$ cat config.mk
export PLATFORM = sky130hd
export DESIGN_NAME = wb_scoreboard
export DESIGN_NICKNAME = d
export VERILOG_FILES = /design/src/rtl/mips_pkg.sv /design/src/rtl/sb_counter.sv /design/src/rtl/wb_scoreboard.sv
export SDC_FILE = /design/constraint.sdc
export NUM_CORES = 1
export LEC_CHECK = 0
export BUFFER_PORTS_ARGS = -buffer_cell sky130_fd_sc_hd__clkbuf_2
export CORE_UTILIZATION = 45
export CTS_CLUSTER_SIZE = 24
export DETAILED_ROUTE_END_ITERATION = 8
export PLACE_DENSITY = 0.61
export SYNTH_ARGS = -nofsm -noshare
export SYNTH_HDL_FRONTEND = slang
export SYNTH_SLANG_ARGS = --single-unit
export TNS_END_PERCENT = 5
$ cat constraint.sdc
create_clock -name Clk -period 6.8 [get_ports Clk]
set_input_delay 0.68 -clock Clk [delete_from_list [all_inputs] [get_ports Clk]]
set_output_delay 0.68 -clock Clk [all_outputs]
set_load 0.05 [all_outputs]
$ cat src/rtl/mips_pkg.sv
// Shared register-file constants for the ID/WB integration of the MIPS core.
// Pure declarations; no logic, no latency.
package mips_pkg;
    localparam int NUM_REGS   = 32;
    localparam int REG_ADDR_W = 5;
    localparam int ZERO_REG   = 0;
    localparam int CNT_W      = 2;
    localparam int PERF_W     = 16;
endpackage

$ cat src/rtl/sb_counter.sv
// Per-register pending-write counter: one-edge update, saturating in both directions.
// inc at max and dec at zero are ignored so the count can never wrap.
module sb_counter #(
    parameter int CNT_W = 2
) (
    input  logic clk,
    input  logic rst_n,
    input  logic inc,
    input  logic dec,
    output logic max,
    output logic nonzero
);
    logic [CNT_W-1:0] cnt;
    logic             inc_ok;
    logic             dec_ok;

    assign max     = &cnt;
    assign nonzero = |cnt;
    assign inc_ok  = inc && !max;
    assign dec_ok  = dec && nonzero;

    always_ff @(posedge clk) begin
        if (!rst_n) begin
            cnt <= '0;
        end else begin
            case ({inc_ok, dec_ok})
                2'b10:   cnt <= cnt + 1'b1;
                2'b01:   cnt <= cnt - 1'b1;
                default: cnt <= cnt;
            endcase
        end
    end
endmodule

$ cat src/rtl/wb_scoreboard.sv
// Register-write scoreboard: stalls ID on RAW or full counter, retires on the WB write port.
// Stall/Issue are combinational from ID inputs and registered counters; tracking updates in one edge.
module wb_scoreboard
    import mips_pkg::*;
#(
    parameter int NUM_REGS   = mips_pkg::NUM_REGS,
    parameter int REG_ADDR_W = mips_pkg::REG_ADDR_W,
    parameter int CNT_W      = mips_pkg::CNT_W,
    parameter int PERF_W     = mips_pkg::PERF_W
) (
    input  logic                  Clk,
    input  logic                  Rst_n,
    input  logic                  ID_Valid,
    input  logic [REG_ADDR_W-1:0] ID_Rs,
    input  logic [REG_ADDR_W-1:0] ID_Rt,
    input  logic                  ID_UsesRs,
    input  logic                  ID_UsesRt,
    input  logic                  ID_RegWrite,
    input  logic [REG_ADDR_W-1:0] ID_WriteReg,
    input  logic                  WB_RegWrite,
    input  logic [REG_ADDR_W-1:0] WB_WriteReg,
    output logic                  Stall,
    output logic                  Issue,
    output logic [NUM_REGS-1:0]   Busy,
    output logic                  Underflow,
    output logic [PERF_W-1:0]     StallCycles
);
    localparam logic [REG_ADDR_W-1:0] ZERO = REG_ADDR_W'(ZERO_REG);

    logic [NUM_REGS-1:0] nz;
    logic [NUM_REGS-1:0] mx;
    logic raw_s, raw_t, full;
    logic wb_live;

    // Register 0 is hardwired: never pending, never full.
    assign nz[0] = 1'b0;
    assign mx[0] = 1'b0;

    for (genvar r = 1; r < NUM_REGS; r++) begin : g_cnt
        sb_counter #(.CNT_W(CNT_W)) u_cnt (
            .clk     (Clk),
            .rst_n   (Rst_n),
            .inc     (Issue && ID_RegWrite && (ID_WriteReg == REG_ADDR_W'(r))),
            .dec     (WB_RegWrite && (WB_WriteReg == REG_ADDR_W'(r))),
            .max     (mx[r]),
            .nonzero (nz[r])
        );
    end

    // No WB bypass: a retire in this cycle only unblocks ID from the next cycle.
    assign raw_s   = ID_UsesRs && (ID_Rs != ZERO) && nz[ID_Rs];
    assign raw_t   = ID_UsesRt && (ID_Rt != ZERO) && nz[ID_Rt];
    assign full    = ID_RegWrite && (ID_WriteReg != ZERO) && mx[ID_WriteReg];
    assign Stall   = ID_Valid && (raw_s || raw_t || full);
    assign Issue   = ID_Valid && !Stall;
    assign Busy    = nz;
    assign wb_live = WB_RegWrite && (WB_WriteReg != ZERO);

    always_ff @(posedge Clk) begin
        if (!Rst_n) begin
            Underflow   <= 1'b0;
            StallCycles <= '0;
        end else begin
            if (wb_live && !nz[WB_WriteReg]) begin
                Underflow <= 1'b1;
            end
            if (Stall && !(&StallCycles)) begin
                StallCycles <= StallCycles + 1'b1;
            end
        end
    end
endmodule
# Yosys cells after proc, flatten, opt, wreduce, memory -nomap -nowiden
# Index checks and enable logic that the tools add are counted.
# op_classes
reduce_logical	270
muxes	39
magnitude_cmp	4
addsub	63
n_eq_ne	124
# ops
op	count
5-bit == test (second input constant)	32
1-bit logical AND	136
2-bit case mux with 2 select lines	31
5-bit by 4-bit == test with 1-bit output (second input constant)	16
2-bit by 1-bit adder with 2-bit output (second input constant)	31
2-bit by 1-bit == test with 1-bit output (second input constant)	31
2-bit == test (second input constant)	31
2-bit AND reduction	31
2-bit nonzero test	31
2-bit OR reduction	31
2-bit by 1-bit subtractor with 2-bit output (second input constant)	31
5-bit by 3-bit == test with 1-bit output (second input constant)	8
1-bit logical NOT	34
5-bit by 6-bit < comparator with 1-bit output (second input constant)	4
1-bit binary-select mux with 5-bit select	4
5-bit by 2-bit == test with 1-bit output (second input constant)	4
5-bit nonzero test	4
16-bit by 1-bit adder with 16-bit output (second input constant)	1
16-bit AND reduction	1
5-bit by 1-bit == test with 1-bit output (second input constant)	2
1-bit 2-to-1 mux	4
1-bit logical OR	2
# word_totals
inputBits	27
register_bits	79

# Logic depth before layout (Yosys ltp)
# depth
word_depth	14
mapped_depth	15

# By module
# Synthesis repeated with hierarchy kept, for this count alone.
# hier_totals
hier_cells	719
area_unflattened_um2	6321.1
# by_module_without_submodules
module	area_each_um2	n_inst	seq_area_each_um2	cells_each
sb_counter	121.4	31	40.0	13
wb_scoreboard	2558.7	1	340.3	316

# Worst setup path after synthesis
# OpenSTA, ideal clock, no wires.
# synth_path
path_type	input to register
startpoint	input port ID_Rs[0]
endpoint	register g_cnt[3].u_cnt.cnt[1]
required_ns	6.730
slack_ns	3.182
setup_ns	0.070
stages	13
arrival_ns	3.548
cell_sequence	buf_4 > inv_4 > mux4_2 > o41ai_1 > a311oi_2 > nor3_2 > and2_1 > buf_2 > buf_4 > nand4_1 > ha_1 > or3_1 > a21oi_1
# synth_via
elab_chain_len	13
# synth_lines
item	line_no	text
start: declaration	wb_scoreboard.sv:14	input logic [REG_ADDR_W-1:0] ID_Rs,
1-bit binary-select mux with 5-bit select / 5-bit nonzero test (equally long branches)	wb_scoreboard.sv:51	assign raw_s = ID_UsesRs && (ID_Rs != ZERO) && nz[ID_Rs];
1-bit 2-to-1 mux (not written as such) / 1-bit logical AND (equally long branches)	wb_scoreboard.sv:51	
1-bit logical AND *	wb_scoreboard.sv:51	
1-bit logical OR * (2 in a row)	wb_scoreboard.sv:54	assign Stall = ID_Valid && (raw_s || raw_t || full);
1-bit logical AND *	wb_scoreboard.sv:54	
1-bit logical NOT *	wb_scoreboard.sv:55	assign Issue = ID_Valid && !Stall;
1-bit logical AND *	wb_scoreboard.sv:55	
named net Issue	wb_scoreboard.sv:23	output logic Issue,
1-bit logical AND * (2 in a row)	wb_scoreboard.sv:43	.inc (Issue && ID_RegWrite && (ID_WriteReg == REG_ADDR_W'(r))),
1-bit logical AND *	sb_counter.sv:19	assign inc_ok = inc && !max;
2-bit by 1-bit == test with 1-bit output / 2-bit == test (equally long branches)	sb_counter.sv:26	case ({inc_ok, dec_ok})
2-bit case mux with 2 select lines / 2-bit nonzero test (equally long branches)	-	
end signal: assignment	sb_counter.sv:27	2'b10: cnt <= cnt + 1'b1;
end signal: assignment	sb_counter.sv:28	2'b01: cnt <= cnt - 1'b1;
end signal: assignment	sb_counter.sv:29	default: cnt <= cnt;
end: declaration	sb_counter.sv:13	logic [CNT_W-1:0] cnt;
# Mark *: on every way through the listed nets, which the timed path passes. The rest lies on a longest branch. The select of a mux whose other input is x is not followed.
# A chain may end at the register's enable or synchronous reset.

# Worst setup path in the final report
# layout_path
startpoint	register g_cnt[21].u_cnt.cnt[0]
endpoint	output port Issue
# layout_via
elab_chain_len	9
# layout_lines
item	line_no	text
start: declaration	sb_counter.sv:13	
start signal: assignment	sb_counter.sv:27	
start signal: assignment	sb_counter.sv:28	
start signal: assignment	sb_counter.sv:29	
2-bit OR reduction	sb_counter.sv:18	assign nonzero = |cnt;
1-bit binary-select mux with 5-bit select, on equally long branches	wb_scoreboard.sv:51, wb_scoreboard.sv:52	
1-bit 2-to-1 mux, on equally long branches	wb_scoreboard.sv:51, wb_scoreboard.sv:52	
1-bit logical AND, on equally long branches	wb_scoreboard.sv:51, wb_scoreboard.sv:52	
1-bit logical OR	wb_scoreboard.sv:54	
1-bit logical OR *	wb_scoreboard.sv:54	
1-bit logical AND *	wb_scoreboard.sv:54	
1-bit logical NOT *	wb_scoreboard.sv:55	
1-bit logical AND *	wb_scoreboard.sv:55	
end: declaration	wb_scoreboard.sv:23	
# Mark *: on every way between the ends. The rest lies on a longest branch, timed or not. The select of a mux whose other input is x is not followed.

==> impl_metrics.yaml <==
status:
  status: "finished clean"
grt:
  grt_pass1_wl_um: 28900
  track_usage_pct: 25.9
  first_global_vias: 5667
  overflow: 0
  grt_max_degree: 66
  antenna_found_initial: 0
logic_synthesis:
  avgSynthCellArea_um2: 8.04
  yosysWarnings: 0
  synthFlopType: "dfxtp_1"
  syn-num-nets: 819
  synthArstFlopShare_pct: 0
  syn-cell-area_um2: 6110
  synth_cells: 760
  ys_seq_elements: 79
  synth_edf_count: 0
  yosysSeqAreaShare_pct: 25.9
  synth_cell_types: 61
clocking:
  cts.clk_slew.worst_paths_ns: 0.06
  cts_max_level: 3
  cts_resized: 0
  cts_tree: "yes"
  clock_path_buffers: 2
  cts_sinks: 79
  clk_latency_ns: 0.35
  post-cts-setup-buffer-count: 0
  clockRootBuffer: "clkbuf_16"
  hold_buffers: 0
  numCtsBuffers: 9
worst_setup_path:
  cp.arrival_ns: 3.94
  cp.required_ns: 6.12
  path_max_fanout: 32
  ff2ff_path_depth: 12
  r2r-start: "g_cnt[21].u_cnt.cnt[0]$_SDFFE_PN0P_"
  worstSetupPathType: "flip-flop to primary output"
  r2r_end: "g_cnt[8].u_cnt.cnt[1]$_SDFFE_PN0P_"
  cp-start-kind: "flip-flop"
  reg2reg_slack_ns: 2.39
  cp-startpoint: "g_cnt[21].u_cnt.cnt[0]$_SDFFE_PN0P_"
  crit_path_end_kind: "primary output"
route:
  drt_first_iter_violations: 515
  firstDrtPassIters: 5
  wl_per_cell_um: 18.4
  antenna_left: 0
  drc: 0
  num_vias: 5850
  vias_per_cell: 6.11
  finalWirelength_um: 17700
timing:
  skew_ns: 0.00626
  period_share_pct: 67.9
  slew_headroom_pct: 22.2
  setup_viol: 0
  rsz0062_at_grt: "false"
  setup-tns-final_ns: 0
  finalHoldViolations: 0
  fin_crit_ns: 4.62
  worst_pin_slew_ns: 1.16
  max_freq_ghz: 0.217
  slew_viol_final: 0
finish:
  diodes: 0
  fin_nets: 836
  fin_area_um2: 6600
  n_fill_cell: 1332
  drive_gt1_share_pct: 16.0
  syn_to_final_growth_pct: 8.02
hold_path:
  hold_class: "flip-flop to flip-flop"
  hold_end: "Underflow$_SDFFE_PN0P_"
  whs_path_depth: 2
  hold_path_startpoint: "Underflow$_SDFFE_PN0P_"
floorplanning:
  chipWidth_um: 119
  io_pins: 78
  rows: 42
  start_util_pct: 46.2
  die_h_um: 119
  coreArea_um2: 13200
  die_area_um2: 14100
pwr:
  p_leak_nw: 2.49
  p_per_area_nw_per_um2: 165
  ir_worst_vdd_mv: 0.0952
place:
  place_congestion: 0.924
  numPortBuffers: 76
  place_area_um2: 6310
  dp_hpwl_um: 13000
job:
  cap_violations: 0
-- critical path, cell delays in order (launching register included) --
cell      delay, ns
dfxtp_1        0.37
nor2_1         0.36
inv_1          0.11
mux4_2         0.47
o41ai_1        0.34
a311oi_2       0.16
nor3_2         0.81
and2_1         0.22
buf_4          0.37
clkbuf_2       0.36
-- cell type report --
cell class / instances / area [um2] / share of cell area [%]
multi-input combinational: 568 / 3950 / 59.9
sequential: 79 / 1580 / 24.0
timing repair buffer: 79 / 403 / 6.10
clock buffer: 10 / 229 / 3.47
tap: 176 / 220 / 3.34
inverter: 40 / 155 / 2.35
clock inverter: 6 / 61.3 / 0.929
-- registers in the layout (all words and copies together), names as in the netlist --
signal,cells
Underflow,1
g_cnt.u_cnt.cnt,62
StallCycles,16
-- Yosys cell counts (3+ instances only) --
| master | n | share of area [%] |
|---|---|---|
| dfxtp_1 | 79 | 26 |
| nor2_1 | 76 | 4.7 |
| a21oi_1 | 57 | 4.7 |
| nor3_1 | 43 | 3.5 |
| inv_1 | 38 | 2.3 |
| buf_4 | 37 | 4.5 |
| nand4_1 | 35 | 3.6 |
| o21ai_0 | 35 | 2.9 |
| ha_1 | 32 | 6.6 |
| or3_1 | 32 | 3.3 |
| nand2_1 | 31 | 1.9 |
| xnor2_1 | 31 | 4.4 |
| xor2_1 | 31 | 4.4 |
| clkbuf_1 | 21 | 1.3 |
| nand3_1 | 21 | 1.7 |
| mux4_2 | 19 | 7.0 |
| nand2b_1 | 16 | 1.6 |
| a211oi_1 | 11 | 1.4 |
| mux2i_1 | 9 | 1.5 |
| nor2b_1 | 9 | 0.92 |
| and2_1 | 7 | 0.72 |
| buf_1 | 7 | 0.43 |
| buf_2 | 5 | 0.41 |
| o41ai_1 | 5 | 0.72 |
| a311oi_1 | 4 | 0.57 |
| nand3b_1 | 4 | 0.49 |
| nor3b_1 | 4 | 0.49 |
| nor4_1 | 4 | 0.41 |
| o211ai_1 | 4 | 0.49 |
| o311ai_0 | 4 | 0.57 |
| a2111oi_0 | 3 | 0.43 |
| clkbuf_2 | 3 | 0.25 |
| o22ai_1 | 3 | 0.31 |
| o31ai_1 | 3 | 0.37 |
| or4_1 | 3 | 0.37 |
-- cells in the final DEF (no fill, tap or decap), drive strengths merged, types with 4 or more instances in the layout --
cell / synthesis / final
nand2b: 16 / 16
nand3b: 4 / 4
inv: 40 / 40
nand2: 31 / 31
clkinv: 0 / 4
nor4: 5 / 5
a21oi: 57 / 57
o211ai: 4 / 4
dfxtp: 79 / 79
o31ai: 4 / 4
nor2b: 9 / 9
clkbuf: 24 / 86
nor3: 44 / 44
a211oi: 11 / 11
o311ai: 4 / 4
xnor2: 31 / 31
nand3: 21 / 21
o41ai: 5 / 5
ha: 32 / 32
xor2: 31 / 31
o21ai: 35 / 35
nor3b: 4 / 4
or3: 32 / 32
mux4: 19 / 19
a311oi: 5 / 5
nor2: 77 / 77
mux2i: 9 / 9
nand4: 35 / 35
and2: 7 / 7
-- cell families after synthesis --
kind of cell,synth area share [%]
AOI/OAI and AO/OA,15.4
xor gates and xnor gates,8.88
adders and majority gates,6.55
buffers and inverters,9.46
DFF,25.9
muxes,8.66
other,0.0614
and+or+nand+nor,25.2
-- where the power goes --
part | internal (mW) | switching [mW] | total, mW | leakage [nW]
combinational | 0.0386 | 0.103 | 0.142 | 1.71
clock | 0.283 | 0.196 | 0.479 | 0.142
sequential | 0.465 | 0.00366 | 0.469 | 0.637
-- metal layers --
metal | wire (um) | track usage, % | vias to the layer above
li1 | - | - | 2764
met1 | 7810 | 34.8 | 2811
met2 | 8110 | 41.1 | 245
met3 | 1400 | 5.02 | 30
met4 | 341 | 9.49 | 0
met5 | 0 | 0 | -
-- worst max path at each step --
stage / end / slack (ns) / depth (start not counted)
finish: Issue / 2.18 / 9
CTS: Issue / 2.24 / 9
global route: Issue / 1.98 / 9
global placement: g_cnt[19].u_cnt.cnt[1]$_SDFFE_PN0P_ / 2.29 / 13
detailed placement: g_cnt[19].u_cnt.cnt[1]$_SDFFE_PN0P_ / 2.17 / 13
floorplan: g_cnt[3].u_cnt.cnt[1]$_SDFFE_PN0P_ / 3.18 / 13
-- metrics by stage --
stage | total power, mW | hold WS [ns] | setup slack [ns] | utilization [%] | std cells
global route | 1.13 | 0.526 | 1.98 | 49.9 | 958
detailed placement | 0.618 | 0.473 | 2.17 | 47.7 | 942
global placement | 0.617 | 0.453 | 2.29 | 47.7 | 942
floorplan | 0.581 | 0.471 | 3.18 | - | 760
CTS | 1.10 | 0.495 | 2.24 | 49.9 | 958
finish | 1.09 | 0.488 | 2.18 | 49.9 | 958
(Power assumes the default switching activity.)
